<file path="src/rtl/mem_in_arb.sv">
// Round-robin, burst-locked arbiter that shares one memory-input request port among NREQ requesters.
// The owner keeps the port for len+1 handshakes; one IDLE bubble always separates bursts.
module mem_in_arb #(
  parameter int unsigned NREQ = 4,
  parameter int unsigned AW   = 32,
  parameter int unsigned DW   = 32,
  parameter int unsigned LW   = 4,
  parameter int unsigned IDW  = 2
) (
  input  logic                 clk,
  input  logic                 rst,
  input  logic [NREQ-1:0]      req_valid,
  output logic [NREQ-1:0]      req_ready,
  input  logic [NREQ*AW-1:0]   req_addr,
  input  logic [NREQ*DW-1:0]   req_wdata,
  input  logic [NREQ-1:0]      req_we,
  input  logic [NREQ*LW-1:0]   req_len,
  output logic                 mem_valid,
  input  logic                 mem_ready,
  output logic [AW-1:0]        mem_addr,
  output logic [DW-1:0]        mem_wdata,
  output logic                 mem_we,
  output logic [IDW-1:0]       gnt_id,
  output logic                 busy
);

  typedef enum logic {IDLE, BURST} state_t;

  state_t         state_q;
  logic [IDW-1:0] rr_ptr_q;
  logic [IDW-1:0] gnt_id_q;
  logic [LW-1:0]  beat_cnt_q;
  logic [LW-1:0]  len_q;
  logic           busy_q;

  logic [AW-1:0]  addr_a [NREQ];
  logic [DW-1:0]  wdata_a[NREQ];
  logic [LW-1:0]  len_a  [NREQ];

  for (genvar g = 0; g < int'(NREQ); g++) begin : g_slice
    assign addr_a[g]  = req_addr[g*AW +: AW];
    assign wdata_a[g] = req_wdata[g*DW +: DW];
    assign len_a[g]   = req_len[g*LW +: LW];
  end

  logic           win_found;
  logic [IDW-1:0] win_idx;
  logic [IDW-1:0] cand_id;
  int unsigned    cand;

  // Search upward from rr_ptr with wrap at NREQ-1, which also covers non-power-of-two NREQ.
  always_comb begin
    win_found = 1'b0;
    win_idx   = '0;
    cand_id   = '0;
    cand      = 0;
    for (int unsigned k = 0; k < NREQ; k++) begin
      cand = 32'(rr_ptr_q) + k;
      if (cand >= NREQ) cand = cand - NREQ;
      cand_id = IDW'(cand);
      if (!win_found && req_valid[cand_id]) begin
        win_found = 1'b1;
        win_idx   = cand_id;
      end
    end
  end

  logic in_burst;
  logic hs;
  logic [IDW-1:0] rr_next;

  assign in_burst = (state_q == BURST);
  assign hs       = in_burst & req_valid[gnt_id_q] & mem_ready;
  assign rr_next  = (gnt_id_q == IDW'(NREQ - 1)) ? '0 : gnt_id_q + 1'b1;

  always_comb begin
    req_ready = '0;
    mem_valid = 1'b0;
    mem_addr  = '0;
    mem_wdata = '0;
    mem_we    = 1'b0;
    if (in_burst) begin
      req_ready[gnt_id_q] = mem_ready;
      mem_valid           = req_valid[gnt_id_q];
      mem_addr            = addr_a[gnt_id_q];
      mem_wdata           = wdata_a[gnt_id_q];
      mem_we              = req_we[gnt_id_q];
    end
  end

  always_ff @(posedge clk or posedge rst) begin
    if (rst) begin
      state_q    <= IDLE;
      rr_ptr_q   <= '0;
      gnt_id_q   <= '0;
      beat_cnt_q <= '0;
      len_q      <= '0;
      busy_q     <= 1'b0;
    end else begin
      case (state_q)
        IDLE: begin
          if (win_found) begin
            gnt_id_q   <= win_idx;
            len_q      <= len_a[win_idx];
            beat_cnt_q <= '0;
            state_q    <= BURST;
            busy_q     <= 1'b1;
          end
        end
        BURST: begin
          if (hs) begin
            beat_cnt_q <= beat_cnt_q + 1'b1;
            if (beat_cnt_q == len_q) begin
              state_q  <= IDLE;
              busy_q   <= 1'b0;
              rr_ptr_q <= rr_next;
            end
          end
        end
        default: state_q <= IDLE;
      endcase
    end
  end

  assign gnt_id = gnt_id_q;
  assign busy   = busy_q;

endmodule

</file>
<file path="config.mk">
export PLATFORM = sky130hd
export DESIGN_NAME = mem_in_arb
export DESIGN_NICKNAME = d
export VERILOG_FILES = /design/src/rtl/mem_in_arb.sv
export SDC_FILE = /design/constraint.sdc
export NUM_CORES = 1
export LEC_CHECK = 0
export CORE_AREA = 2 2 137 139
export DETAILED_ROUTE_END_ITERATION = 7
export DIE_AREA = 0 0 139 141
export DONT_BUFFER_PORTS = 1
export PLACE_DENSITY = 0.33
export SYNTH_ARGS = -nofsm -noshare
export SYNTH_HDL_FRONTEND = slang
export SYNTH_SLANG_ARGS = --single-unit
</file>
<file path="constraint.sdc">
create_clock -name clk -period 6.82 [get_ports clk]
set_clock_uncertainty 0.15 [all_clocks]
set_input_delay 1.023 -clock clk [delete_from_list [all_inputs] [get_ports clk]]
set_output_delay 1.023 -clock clk [all_outputs]
set_load 0.02 [all_outputs]
</file>
==> run metrics <==
status finished, final reports clean; CTS Buffer Depth 2; share of cells above drive strength 1 35.9%; post-synth top area share 51.5%; Final Hold Vio Count 0; P_sw 0.771 mW; Setup crit end kind output port; TritonCTS Buffers 3; Yosys top cell by area mux4_2; Sw Share 52.5%; Synth cell types 32; Initial Util 15.8%; area grow syn2layout 9.49%; Placed Instance Area 3080 µm²; synthesized cell area 2890 µm²; Tmin final 3830 ps; largest net degree at the start of global routing 75; CP Launch Type register; Slew Limit Fails 0; Post-CTS Setup Repair Bufs 0; sequential share of the synthesized area roughly an eighth; pwr/cell area 465 nW/µm²; worst hold path class register to register; fillcell total 2006; Max-Cap Viols 0; clk sinks 14; leakage dissipation a little over 1 nW; DP Wirelength 9.61 mm; Slew headroom about a third; CTS tree built; final instance area ~3200 µm²; Die Y roughly 140 µm; Comb pwr share 73.5%; Mean Syn Cell Area between 10 and 15 µm²; IO buf count 0; Ys Warns 0; top_reg_cell synth dfrtp_1; Vias/cell slightly below 5; row cnt 50; clock latency at the later pin of the worst-skew pair between 200 and 250 ps; Root Buffer clkbuf_16; Fin Setup TNS 0 ps; Max Fclk 0.261 GHz; worst endpoint required time between 5000 and 6000 ps; #FFs+latches synth 14; Register Area approximately 360 µm²; Post-Route WL approximately 11 mm; first-pass GRT wire length 15.5 mm; Critical Path Fanout Max 48; number of antenna violations at the first check in global routing 4; Tcrit/Tclk final 56.1%; # setup viols final 0; EDFF count, synth 0; critical path class register to output port; DRT antenna net count 0; Clk pwr share 7.7%; Worst Path Arrival roughly 2700 ps; nets@finish between 500 and 600; Flop pwr share a little under a fifth; Mapped Cells around 240; DRC viols 0; Remaining Overflow, GRT 0; GRT Util Overall 10.3%; footprint of the multi-input gates ~2400 µm²; drt pass-1 iters 4; drt initial violations 254; I/O pins 356; synth top area cells mux4_2, and2_1, dfrtp_1; routed vias 2241; clock-pin slew on the worst setup and hold paths about 50 ps; CTS Hold Buffers Added 0; CTS resizes 0; gpl congestion 0.848; H-tree Lvls 1; Pint around 0.70 mW; core area about 18000 µm²; Peak VDD IR 0.165 mV; Synthesized Nets 532; RSZ-0062 raised after global routing no; die area around 20000 µm²; WL/cell 24.7 µm; asr flop ratio synth 100%; worst-margin pin slew 991 ps; vias in the first global route approximately 2.2k; Commonest cells post-synth and2_1, mux4_2, dfrtp_1, clkbuf_1; die width about 140 µm
## power by group through the flow
stage | clock network, mW | logic [mW] | registers (mW)
after floorplan | 0 | 1.06 | 0.162
after global placement | 0 | 1.09 | 0.282
after detailed placement | 0 | 1.09 | 0.287
after CTS | 0.115 | 1.09 | 0.285
after global routing | 0.119 | 1.15 | 0.298
final | 0.112 | 1.08 | 0.277
## layer usage
metal	GRT usage, %	share of wire [%]	vias up
met1	14.2	40	1127
met3	3.91	10	10
met4	0.532	0.39	6
met2	16.0	49	184
met5	0	0.31	-
li1	-	-	914
## cells in the final DEF, fill, tap and decap left out, types with 2 or more instances in the layout
cell type / Yosys / final
and3_1: 5 / 5
mux4_2: 66 / 66
nor2b_1: 3 / 3
nand2_1: 7 / 7
mux2_4: 2 / 2
clkbuf_16: 0 / 3
and2_1: 66 / 66
dfrtp_1: 14 / 11
mux2i_1: 8 / 8
xor2_1: 4 / 4
dfrtp_4: 0 / 2
o221ai_1: 4 / 4
ha_1: 5 / 5
nor2_1: 8 / 8
inv_1: 6 / 6
a21oi_1: 2 / 2
xnor2_1: 2 / 2
or2_2: 2 / 2
o21ai_0: 4 / 4
## worst max-delay path, stage by stage, from the launching register on
cell	delay [ps]
dfrtp_4	730
buf_4	760
mux4_2	640
and2_1	250
## metrics by stage
step           power (mW)  std cells  setup slack (ps)  utilization (%)  hold slack [ps]
4_1_cts              1.49        457              2880             17.3              390
5_1_grt              1.57        457              2760             17.3              408
3_5_place_dp         1.38        453              3140             16.9              376
6_report             1.47        458              2990             17.3              384
3_3_place_gp         1.38        453              3180             16.9              381
2_1_floorplan        1.23        244              3660                -              325
## cell type report
type | count | area share (%)
diodes | 1 | 0.0792
clock buffers | 4 | 2.49
inverters | 6 | 0.713
multi-input cells | 198 | 75.9
flip-flops and latches | 14 | 11.4
well taps | 234 | 9.26
repair buffers | 1 | 0.238
## registers in the layout (all words and copies together), names as in the netlist
name,cells
len_q,4
rr_ptr_q,2
gnt_id,2
in_burst,1
beat_cnt_q,4
busy,1
## path summary, 6_finish.rpt
kind | start | to | cells after the start | slack (ps)
worst max register to register | gnt_id[1]$_DFFE_PP0P_ | rr_ptr_q[1]$_DFFE_PP0P_ | 4 | 4180
min in group asynchronous | rst | busy$_DFFE_PP0P_ | 1 | 580
worst min-delay path | len_q[0]$_DFFE_PP0P_ | len_q[0]$_DFFE_PP0P_ | 2 | 380
worst min register to register | len_q[0]$_DFFE_PP0P_ | len_q[0]$_DFFE_PP0P_ | 2 | 380
max in group asynchronous | rst | gnt_id[1]$_DFFE_PP0P_ | 1 | 5490
worst max-delay path | gnt_id[0]$_DFFE_PP0P_ | mem_wdata[20] | 3 | 2990
## cells by family after synthesis
family | synth area share (%)
AOI/OAI and AO/OA | 4.12
xor gates and xnor gates | 1.82
adders and majority gates | 2.17
buffers and inverters | 4.81
DFF | 12.1
muxes | 55.7
and+or+nand+nor | 19.2
Note: power is estimated with default switching activity, not from simulation.
